<file path="src/rtl/isect_sched.sv">
// isect_sched: runs one ray against a contiguous triangle range.
// Issues one triangle read per cycle, delays the read strobe by the
// memory latency to enable the intersection unit, counts in-order returns
// and keeps the closest hit (smallest signed t, earliest index on ties).
module isect_sched #(
    parameter int IDX_W   = 16,
    parameter int MEM_LAT = 2
) (
    input  logic                    i_clk,
    input  logic                    i_rstn,
    input  logic                    i_ray_valid,
    output logic                    o_ray_ready,
    input  logic [0:1][0:2][31:0]   i_ray,
    input  logic [IDX_W-1:0]        i_base,
    input  logic [IDX_W-1:0]        i_count,
    output logic                    o_mem_rd,
    output logic [IDX_W-1:0]        o_mem_addr,
    output logic                    o_isect_en,
    output logic [0:1][0:2][31:0]   o_isect_ray,
    input  logic                    i_isect_valid,
    input  logic [31:0]             i_isect_t,
    input  logic                    i_isect_result,
    output logic                    o_hit_valid,
    input  logic                    i_hit_ready,
    output logic                    o_hit,
    output logic [31:0]             o_hit_t,
    output logic [IDX_W-1:0]        o_hit_idx,
    output logic                    o_busy
);

    typedef enum logic [1:0] {
        S_IDLE  = 2'd0,
        S_ISSUE = 2'd1,
        S_DRAIN = 2'd2,
        S_DONE  = 2'd3
    } state_t;

    state_t                  r_state;
    logic                    r_ray_ready;
    logic [0:1][0:2][31:0]   r_ray;
    logic [IDX_W-1:0]        r_base;
    logic [IDX_W-1:0]        r_count;
    logic [IDX_W-1:0]        r_issued;
    logic [IDX_W-1:0]        r_returned;
    logic                    r_mem_rd;
    logic [IDX_W-1:0]        r_mem_addr;
    logic                    r_hit_valid;
    logic                    r_best_hit;
    logic [31:0]             r_best_t;
    logic [IDX_W-1:0]        r_best_idx;
    logic [MEM_LAT-1:0]      r_en_sr;

    logic                    w_accept;
    logic                    w_ret_act;
    logic                    w_better;
    logic [IDX_W-1:0]        w_ret_idx;
    logic [IDX_W-1:0]        w_returned_inc;

    assign w_accept       = (r_state == S_IDLE) && r_ray_ready && i_ray_valid;
    // Returns only matter while a job is in flight; stray valids elsewhere are dropped.
    assign w_ret_act      = i_isect_valid && ((r_state == S_ISSUE) || (r_state == S_DRAIN));
    assign w_ret_idx      = r_base + r_returned;
    assign w_returned_inc = r_returned + 1'b1;
    // Strict less-than keeps the earlier index when two hits share the same t.
    assign w_better       = i_isect_result &&
                            (!r_best_hit || ($signed(i_isect_t) < $signed(r_best_t)));

    // Read-strobe delay line: stage gi carries the strobe gi+1 cycles late,
    // so the last stage lines up with the memory read data.
    generate
        for (genvar gi = 0; gi < MEM_LAT; gi++) begin : g_en_sr
            if (gi == 0) begin : g_first
                // First stage samples the read strobe.
                always_ff @(posedge i_clk) begin
                    if (!i_rstn) r_en_sr[gi] <= 1'b0;
                    else         r_en_sr[gi] <= r_mem_rd;
                end
            end else begin : g_next
                // Later stages shift the strobe along.
                always_ff @(posedge i_clk) begin
                    if (!i_rstn) r_en_sr[gi] <= 1'b0;
                    else         r_en_sr[gi] <= r_en_sr[gi-1];
                end
            end
        end
    endgenerate

    // Job FSM: accept, issue reads, reduce returns, hold the result until taken.
    always_ff @(posedge i_clk) begin
        if (!i_rstn) begin
            r_state     <= S_IDLE;
            r_ray_ready <= 1'b0;
            r_ray       <= '0;
            r_base      <= '0;
            r_count     <= '0;
            r_issued    <= '0;
            r_returned  <= '0;
            r_mem_rd    <= 1'b0;
            r_mem_addr  <= '0;
            r_hit_valid <= 1'b0;
            r_best_hit  <= 1'b0;
            r_best_t    <= '0;
            r_best_idx  <= '0;
        end else begin
            case (r_state)
                S_IDLE: begin
                    r_ray_ready <= 1'b1;
                    if (w_accept) begin
                        r_ray_ready <= 1'b0;
                        r_ray       <= i_ray;
                        r_base      <= i_base;
                        r_count     <= i_count;
                        r_returned  <= '0;
                        r_best_hit  <= 1'b0;
                        r_best_t    <= '0;
                        r_best_idx  <= '0;
                        if (i_count == '0) begin
                            r_issued    <= '0;
                            r_hit_valid <= 1'b1;
                            r_state     <= S_DONE;
                        end else begin
                            // First read goes out in the cycle right after accept.
                            r_issued    <= {{(IDX_W-1){1'b0}}, 1'b1};
                            r_mem_rd    <= 1'b1;
                            r_mem_addr  <= i_base;
                            r_state     <= S_ISSUE;
                        end
                    end
                end
                S_ISSUE: begin
                    // r_issued counts the read currently on the bus.
                    if (r_issued == r_count) begin
                        r_mem_rd <= 1'b0;
                        r_state  <= S_DRAIN;
                    end else begin
                        r_mem_addr <= r_mem_addr + 1'b1;
                        r_issued   <= r_issued + 1'b1;
                    end
                end
                S_DRAIN: begin
                end
                S_DONE: begin
                    if (i_hit_ready) begin
                        r_hit_valid <= 1'b0;
                        r_ray_ready <= 1'b1;
                        r_state     <= S_IDLE;
                    end
                end
                default: r_state <= S_IDLE;
            endcase

            if (w_ret_act) begin
                r_returned <= w_returned_inc;
                if (w_better) begin
                    r_best_hit <= 1'b1;
                    r_best_t   <= i_isect_t;
                    r_best_idx <= w_ret_idx;
                end
                // Memory latency keeps every return after the issue phase.
                if ((r_state == S_DRAIN) && (w_returned_inc == r_count)) begin
                    r_hit_valid <= 1'b1;
                    r_state     <= S_DONE;
                end
            end
        end
    end

    assign o_ray_ready = r_ray_ready;
    assign o_mem_rd    = r_mem_rd;
    assign o_mem_addr  = r_mem_addr;
    assign o_isect_en  = r_en_sr[MEM_LAT-1];
    assign o_isect_ray = r_ray;
    assign o_hit_valid = r_hit_valid;
    assign o_hit       = r_best_hit;
    assign o_hit_t     = r_best_t;
    assign o_hit_idx   = r_best_idx;
    assign o_busy      = (r_state != S_IDLE);

endmodule

</file>
<file path="config.mk">
export PLATFORM = sky130hd
export DESIGN_NAME = isect_sched
export DESIGN_NICKNAME = d
export VERILOG_FILES = /design/src/rtl/isect_sched.sv
export SDC_FILE = /design/constraint.sdc
export NUM_CORES = 1
export LEC_CHECK = 0
export BUFFER_PORTS_ARGS = -buffer_cell sky130_fd_sc_hd__buf_2
export CAP_MARGIN = 0
export CORE_AREA = 2 2 205 207
export CTS_CLUSTER_DIAMETER = 60
export DETAILED_ROUTE_END_ITERATION = 10
export DIE_AREA = 0 0 207 209
export GPL_TIMING_DRIVEN = 0
export MAX_ROUTING_LAYER = met4
export SETUP_SLACK_MARGIN = 0.15
export SLEW_MARGIN = 10
export SYNTH_ARGS = -nofsm -noshare
export SYNTH_HDL_FRONTEND = slang
export SYNTH_SLANG_ARGS = --single-unit
</file>
<file path="constraint.sdc">
create_clock -name i_clk -period 2.9 [get_ports i_clk]
set_input_delay 0.145 -clock i_clk [delete_from_list [all_inputs] [get_ports i_clk]]
set_output_delay 0.145 -clock i_clk [all_outputs]
set_load 0.01 [all_outputs]
</file>
=== After elaboration in Yosys (flattened, before gate mapping) ===
Cells that the tools add are included.

* Add/subtract/negate cells: 4
* $mul: 0
* Div/mod/pow operators: 0
* Magnitude comparators: 1
* Equality and inequality tests: 10
* Shift operators: 0
* Mux-type cells: 43
* Bitwise gates (word level): 0
* Reductions and logical operators: 21

{| class="wikitable"
|+ Operators by type and width
! kind !! number
|-
| 16-bit two-way mux || 12
|-
| 32-bit two-way mux || 4
|-
| 16-bit case mux with 2 select lines || 2
|-
| 16-bit by 1-bit adder with 16-bit output, second input constant || 3
|-
| 16-bit == test || 2
|-
| 32-bit less-than comparator || 1
|-
| 16-bit adder || 1
|-
| 16-bit logical NOT || 1
|-
| 1-bit two-way mux || 15
|-
| 2-bit two-way mux || 6
|-
| 2-bit nonzero test || 5
|-
| 2-bit inequality test, second input constant || 4
|-
| 4-bit AND reduction || 2
|-
| 1-bit case mux with 2 select lines || 3
|-
| 2-bit case mux with 3 select lines || 1
|-
| 2-bit AND reduction || 3
|-
| 1-bit logical AND || 5
|-
| 2-bit == test, second input constant || 2
|-
| 3-bit AND reduction || 1
|-
| 2-bit by 1-bit == test with 1-bit output, second input constant || 1
|-
| 2-bit logical NOT || 1
|-
| 1-bit logical OR || 2
|-
| 2-bit by 1-bit inequality test with 1-bit output, second input constant || 1
|-
| 1-bit logical NOT || 1
|}

* Bits in registers: 328
* Bits in latches: 0
* Memory bits (writable): 0
* ROM bits: 0
* Input port bits: 262
* Word-level logic and storage cells: 99
* Memories: 0

=== Logic depth before layout (Yosys ltp) ===
Gate-level depths: netlist of the first run.

* Depth in word-level cells: 7
* Mapped depth: 12
* Gate-level depth less buffers: 11

=== Worst setup path after synthesis of the first run ===
OpenSTA, ideal clock, no wires.

* Path kind: register to register
* From: register r_best_t[26] (netlist: o_hit_t[26])
* To: register r_best_idx[9] (netlist: o_hit_idx[9])
* Setup time: 0.070 ns
* Data arrival time: 2.400 ns
* Required time: 2.830 ns
* Slack: 0.429 ns
* Stages on the path, launching flop included: 11
* Buffers on the path: 0
* Period minus slack after synthesis: 2.471 ns
* Path through: dfxtp_1 > inv_1 > ha_1 > nand4_1 > nor3_1 > a211o_1 > and3_1 > a221oi_1 > o21ai_1 > or4_1 > a21oi_1

* Word-level cells in the longest chain between the ends: 5

{| class="wikitable"
|+ RTL lines
! element !! line !! text
|-
| start, declared || 49 || <nowiki>logic [31:0] r_best_t;</nowiki>
|-
| start signal, assigned || 156 || <nowiki>r_best_t <= i_isect_t;</nowiki>
|-
| 32-bit less-than comparator || 66 || <nowiki>(!r_best_hit || ($signed(i_isect_t) < $signed(r_best_t)));</nowiki>
|-
| 1-bit logical OR || 66 ||
|-
| 1-bit logical AND || 65 || <nowiki>assign w_better = i_isect_result &&</nowiki>
|-
| 16-bit two-way mux || 154 || <nowiki>if (w_better) begin</nowiki>
|-
| 16-bit two-way mux || 152 || <nowiki>if (w_ret_act) begin</nowiki>
|-
| end signal, assigned || 157 || <nowiki>r_best_idx <= w_ret_idx;</nowiki>
|-
| end, declared || 50 || <nowiki>logic [IDX_W-1:0] r_best_idx;</nowiki>
|}

Every way passes these cells.
A chain may end at the register's enable or synchronous reset.

=== Final worst setup path of the first run ===
* From: register r_best_t[24] (netlist: o_hit_t[24])
* To: register r_best_idx[9] (netlist: o_hit_idx[9])

Same word-level chain as after synthesis.

==> results of run 1 <==
-- final timing paths --
path         slack [ns]  cells past startpoint           end
max                0.21                     11  o_hit_idx[9]
min reg2reg        0.44                      1    o_isect_en
max reg2reg        0.21                     11  o_hit_idx[9]
min                0.05                      5   o_ray_ready
-- worst reg2reg max path: cells and delay by family, from the launching register on --
kind / cells / cell delay (ns)
adder cells (fa/ha/maj): 1 / 0.27
AND/OR/NAND/NOR: 4 / 0.92
flip-flops: 1 / 0.33
buffers and inverters: 2 / 0.18
AO/OA/AOI/OAI: 4 / 0.93
-- per-layer routing --
metal  wire length (um)  GRT usage (%)  vias up
met5                  0              -        -
met4               2231          11.16        0
met3               3582          4.734      146
met2              26600          41.38      667
met1              24300          31.14     7577
li1                   -              -     7852
-- cell type report --
type / count / area share, %
plain buffers: 122 / 2.362
clock buffers: 52 / 5.178
clock inverters: 19 / 1.488
inverters: 49 / 0.8448
multi-input cells: 1339 / 32.75
flip-flops and latches: 328 / 30.23
well taps: 539 / 3.098
repair buffers: 786 / 24.05
-- through the flow --
| stage | hold WS [ns] | TNS, ns |
|---|---|---|
| after floorplan | 0.2810 | 0 |
| after global placement | 0.3860 | -17.57 |
| after detailed placement | 0.3912 | -13.54 |
| after CTS | 0.00005751 | 0 |
| after global routing | 0.07288 | 0 |
| final | 0.05004 | 0 |
-- power by group --
part	internal (mW)	switching, mW	leakage (nW)	total (mW)
Sequential	4.80	0.212	2.67	5.02
Clock	3.47	2.05	0.709	5.52
Combinational	0.967	1.38	5.94	2.35
Total	9.24	3.64	9.32	12.9
-- flip-flops by register name, indices dropped and copies added, names as in the netlist --
register,flops
o_isect_en,1
o_isect_ray,192
r_base,16
o_hit,1
o_hit_idx,16
r_issued,16
r_returned,16
r_state,2
o_ray_ready,1
r_count,16
r_en_sr,1
o_mem_addr,16
o_hit_t,32
o_mem_rd,1
o_hit_valid,1
-- cells by family (layout without fill, tap and decap cells) --
kind of cell               count (synthesis)  count (layout)  synth area share [%]
AOI/OAI and AO/OA                        447             447                 17.23
xor gates and xnor gates                  61              61                 3.770
adders and majority gates                 54              54                 4.820
buffers and inverters                    171            1028                 4.626
DFF                                      328             328                 46.33
muxes                                      3               3                0.2295
and+or+nand+nor                          774             774                 22.99
-- placed cells by master (no fill, tap or decap), drive strengths merged, types with 10 or more instances in the layout --
cell type | Yosys | routed
xor2 | 18 | 18
o21ai | 49 | 49
a21oi | 326 | 326
xnor2 | 43 | 43
nor3 | 15 | 15
ha | 53 | 53
and3 | 19 | 19
nand4 | 20 | 20
and2 | 10 | 10
dfxtp | 328 | 328
a211oi | 10 | 10
dlygate4sd3 | 0 | 256
nand3 | 69 | 69
clkbuf | 112 | 162
buf | 10 | 542
nand2 | 550 | 550
nor2 | 58 | 58
inv | 48 | 52
-- timing repair --
action | CTS | global route
endpoints found under the hold margin | 268 | 0
setup endpoints to repair | 279 | 121
setup buffers | 1 | 6
pin swaps | 2 | 10
hold buffers | 256 | 0
gates resized for setup | 16 | 75
cloned | 0 | 0
==> flow_summary.json, run 1 <==
{
  "outcome": "completed",
  "worst_pin_slew_ns": 0.8538,
  "synthTopCellsByArea": "dfxtp_1 46%, nand2_1 15%, a21oi_1 12%, ha_1 4.7%, clkbuf_1 2.9%",
  "design_area_sq_um": 21770,
  "rsz0062_at_grt": "no",
  "syn-instance-count": 1838,
  "min_period_over_period_pct": 92.86,
  "path_delay_family": "compound AO/OA/AOI/OAI gates",
  "crit_type": "register to register",
  "cp-end-kind": "register",
  "ys_top_cells_by_count": "550 x nand2_1, 328 x dfxtp_1, 326 x a21oi_1, 111 x clkbuf_1, 69 x nand3_1",
  "viasPerCell": 5.022,
  "multi_input_area_sq_um": 7129,
  "max-vdd-ir-drop_uv": 506.7,
  "cp.required_ns": 3.38,
  "dp_slack_ns": -0.1980,
  "hold_violations": 0,
  "ant_nets": 0,
  "n_antenna_cell": 0,
  "cp_num_buf_inv": 2,
  "ys_seq_area_share_pct": 46.33,
  "avgSynthCellArea_sq_um": 7.711,
  "ys_warn_count": 0,
  "worstHoldStart": "i_hit_ready",
  "cts.path.max_buffers": 3,
  "period_minus_slack_ns": 2.693,
  "worstPathArrival_ns": 3.17,
  "place_inst": 2900,
  "dieWidth_um": 207,
  "cap_violations": 0,
  "drc": 0,
  "synth_cell_types": 64,
  "timing.final.ws_setup_ns": 0.2070,
  "core_sq_um": 41290,
  "maxSlewHeadroom_pct": 43.08,
  "syn_area_sq_um": 14170,
  "crit_path_start_kind": "register",
  "fin_nets": 2982,
  "clk_pin_slew_worst_paths_ns": 0.06,
  "drtIter0Drc": 979,
  "gp_congestion": 0.9458,
  "final_cell_count_no_fill": 3234,
  "io_pins": 524,
  "p_leak_nw": 9.322,
  "setup_viol": 0,
  "track_usage_pct": 25.56,
  "area_growth_syn_to_layout_pct": 53.62,
  "cts_tree": "done",
  "critPathSlowestCell": "or4_4",
  "port_buffers": 523,
  "grt_pass1_vias": 15960,
  "finClkSkew_ns": 0.02512,
  "max_stage_delay_ns": 0.52,
  "num_vias": 16240,
  "postRouteWirelength_um": 56720,
  "h-tree-depth": 2,
  "synth_flop_cell": "dfxtp_1",
  "drv_slew": 0,
  "synth_edf_count": 0,
  "start_util_pct": 34.32,
  "synth_top_area_share_pct": 46.33,
  "wl_per_cell_um": 17.54,
  "fin_total_pwr_mw": 12.88,
  "synth_seq_cells": 328,
  "grt_pass1_wl_um": 86110,
  "final_core_util_pct": 52.73,
  "dr.pass1.iters": 5,
  "syn_nets": 2154,
  "dp_hpwl_um": 41650,
  "grt_antenna_before_repair": 1,
  "clkSinkCount": 328,
  "nFillCells": 3861,
  "grt_remaining_overflow": 0,
  "p_per_area_nw_per_um2": 591.8,
  "crit_start": "o_hit_t[24]",
  "num_rows": 75,
  "async_flop_share_pct": 0,
  "hold_class": "input pin to register",
  "die_y_um": 209,
  "root_buffer": "clkbuf_16",
  "cp_max_fo": 4,
  "fmax_ghz": 0.3713,
  "placed_cell_area_sq_um": 17460,
  "critical_path.cell_chain": "inv_1 > ha_1 > nand4_1 > nor3_2 > a211o_1 > and3_4 > a221oi_4 > o21ai_4 > buf_6 > or4_4 > a21oi_2",
  "grt_max_degree": 14,
  "r2r-start": "o_hit_t[24]",
  "regArea_sq_um": 6583,
  "numCtsBuffers": 40,
  "final_layout_size_suffix_gt1_share_pct": 24.82,
  "yosysMostFrequentCell": "nand2_1",
  "die-area_sq_um": 43260,
  "clock_latency_ns": 0.55,
  "yosysTopAreaCell": "dfxtp_1"
}
Note: power is estimated with default switching activity, not from simulation.
==> run 2, diff against run 1 <==
Settings changed: ABC_AREA set to 1, CORE_AREA 2 2 205 207 to 2 2 203 205, DIE_AREA 0 0 207 209 to 0 0 205 207.
Clock period 2.9 ns to 2.8 ns, I/O delays scaled along.
==> flow_summary.json, run 2 <==
{
  "outcome": "completed",
  "hold_violations": 0,
  "layout_commonest_cell": "nand2_1",
  "path_delay_family": "buffers and inverters",
  "min_period_over_period_pct": 88.82,
  "yosysMostFrequentCell": "nand2_1",
  "synth_edf_count": 0,
  "max_stage_delay_ns": 0.50,
  "top_layer": "met4",
  "drt-met1-wl_um": 24590,
  "grt_pass1_vias": 17230,
  "cts_tree": "done",
  "numCtsBuffers": 42,
  "dr_wl_met3_um": 4057,
  "wl_per_cell_um": 18.03,
  "grt_antenna_before_repair": 6,
  "setup_viol": 0,
  "syn_area_sq_um": 15100,
  "clkSinkCount": 328,
  "p_clk_share_pct": 34.1,
  "final_core_util_pct": 55.50,
  "mostFrequentLayoutCells": "714 x nand2_1, 559 x buf_2, 327 x dfxtp_1",
  "final_layout_size_suffix_gt1_share_pct": 23.72,
  "drtIter0Drc": 1075,
  "clk_pin_slew_worst_paths_ns": 0.06,
  "reg2reg_depth": 8,
  "grt_pass1_wl_um": 95140,
  "core_sq_um": 40370,
  "syn-instance-count": 2072,
  "async_flop_share_pct": 0,
  "num_vias": 17400,
  "gp_congestion": 0.9464,
  "r2r-start": "r_state[1]",
  "crit_start": "r_state[1]",
  "cp_num_buf_inv": 4,
  "dp_hpwl_um": 45920,
  "clock_latency_ns": 0.56,
  "avgSynthCellArea_sq_um": 7.289,
  "area_growth_syn_to_layout_pct": 48.33,
  "switchingPower_mw": 5.612,
  "synth_top_area_share_pct": 43.48,
  "p_comb_share_pct": 29.5,
  "period_minus_slack_ns": 2.487,
  "p_leak_nw": 10.07,
  "cp_max_fo": 10,
  "largest_reg_flops": 192,
  "p_per_area_nw_per_um2": 719.0,
  "ys_warn_count": 0,
  "finClkSkew_ns": 0.01727,
  "syn_nets": 2388,
  "postRouteWirelength_um": 62470,
  "dr.pass1.iters": 7,
  "hold_class": "input pin to register",
  "rsz0062_at_grt": "no",
  "cp.depth": 8,
  "root_buffer": "clkbuf_16",
  "fin_nets": 3212,
  "viasPerCell": 5.022,
  "io_pins": 524,
  "pwr-share-seq_pct": 36.3,
  "maxSlewHeadroom_pct": 41.43,
  "dieWidth_um": 205,
  "max-vdd-ir-drop_uv": 551.4,
  "die_y_um": 207,
  "drv_slew": 0,
  "crit_type": "register to register",
  "h-tree-depth": 2,
  "critPathSlowestCell": "clkbuf_1",
  "timing.final.ws_setup_ns": 0.3131,
  "fin_setup_tns_ns": 0,
  "worstHoldStart": "i_isect_valid",
  "start_util_pct": 37.41,
  "cp.required_ns": 3.27,
  "drc": 0,
  "switching_share_pct": 34.84,
  "placed_cell_area_sq_um": 18390,
  "crit_path_start_kind": "register",
  "worstPathArrival_ns": 2.95,
  "cap_violations": 0,
  "path_common_cell": "clkbuf_1",
  "dp_slack_ns": -0.1516,
  "track_usage_pct": 29.47,
  "holdPathStages": 4,
  "yosysTopAreaCell": "dfxtp_1",
  "post-cts-setup-buffers": 0,
  "critical_path.cell_chain": "inv_1 > ha_1 > nand3_1 > inv_2 > clkbuf_1 > clkbuf_1 > nand2_1 > a21oi_1",
  "ys_top_cells_by_count": "714 x nand2_1, 328 x dfxtp_1, 300 x a21oi_1, 116 x inv_1, 103 x nor2_1",
  "ys_seq_area_share_pct": 43.48,
  "grt_remaining_overflow": 0,
  "worst_pin_slew_ns": 0.8785,
  "port_buffers": 523,
  "synthTopCellsByArea": "dfxtp_1 43%, nand2_1 18%, a21oi_1 9.9%, ha_1 4.4%, inv_1 2.9%",
  "cts.path.max_buffers": 3,
  "p_int_mw": 10.50,
  "grt_max_degree": 13,
  "synth_flop_cell": "dfxtp_1",
  "ant_nets": 0,
  "met2_length_um": 30530,
  "cp-end-kind": "register",
  "design_area_sq_um": 22400,
  "synth_seq_cells": 328,
  "num_rows": 74,
  "synth_cell_types": 45,
  "die-area_sq_um": 42440,
  "fmax_ghz": 0.4021
}
==> run 2: area by class of cell <==
cell class / instances / area [sq um]
fillers: 3852 / 17970
plain buffers: 121 / 556.8
multi-input cells: 1501 / 7533
clock inverters: 13 / 127.6
clock buffers: 61 / 1286
diodes: 7 / 17.52
repair buffers: 780 / 5190
flip-flops and latches: 328 / 6568
inverters: 122 / 457.9
well taps: 532 / 665.6
==> run 2: repair_timing <==
action | CTS | global route
endpoints found under the hold margin | 271 | 0
hold buffers | 257 | 0
gates resized for setup | 4 | 9
setup endpoints to repair | 200 | 34
==> run 2: worst reg2reg max path: stages, from the launching register on <==
cell	delay, ns
dfxtp_1	0.36
inv_1	0.12
ha_1	0.26
nand3_1	0.14
inv_2	0.23
clkbuf_1	0.51
clkbuf_1	0.43
nand2_1	0.16
a21oi_1	0.20
==> run 2: kinds of logic (layout without fill, tap and decap cells) <==
group	count (synthesis)	count (layout)	share of synthesized area, %
DFF	328	328	43.48
adders and majority gates	54	54	4.523
and+or+nand+nor	971	971	27.01
other	0	7	0
AOI/OAI and AO/OA	427	427	15.41
xor gates and xnor gates	49	49	2.941
buffers and inverters	243	1097	6.644
==> run 2: routing by layer <==
metal	global-route usage, %	vias up
met1	33.24	8106
met2	49.51	706
met5	-	-
met3	5.365	197
met4	15.31	0
li1	-	8391
==> run 2: power by group through the flow <==
stage	sequential (mW)	clock (mW)	combinational, mW
2_1_floorplan	6.11	0	2.33
3_3_place_gp	5.90	0	4.33
3_5_place_dp	5.92	0	4.39
4_1_cts	5.83	5.59	4.70
5_1_grt	5.93	5.79	5.21
6_report	5.85	5.50	4.75
==> run 2: final timing paths <==
check,to,slack [ns]
worst max-delay path,o_isect_ray[45],0.31
worst min-delay path,r_returned[0],0.07
worst max register to register,o_isect_ray[45],0.31
worst min register to register,o_isect_en,0.42
==> run 2: per-stage QoR <==
step / hold slack, ns / std cells / power [mW]
6_report: 0.06727 / 3465 / 16.11
5_1_grt: 0.1006 / 3464 / 16.93
4_1_cts: 0.03605 / 3458 / 16.12
3_5_place_dp: 0.3942 / 3127 / 10.31
3_3_place_gp: 0.3897 / 3127 / 10.23
2_1_floorplan: 0.2846 / 2072 / 8.435
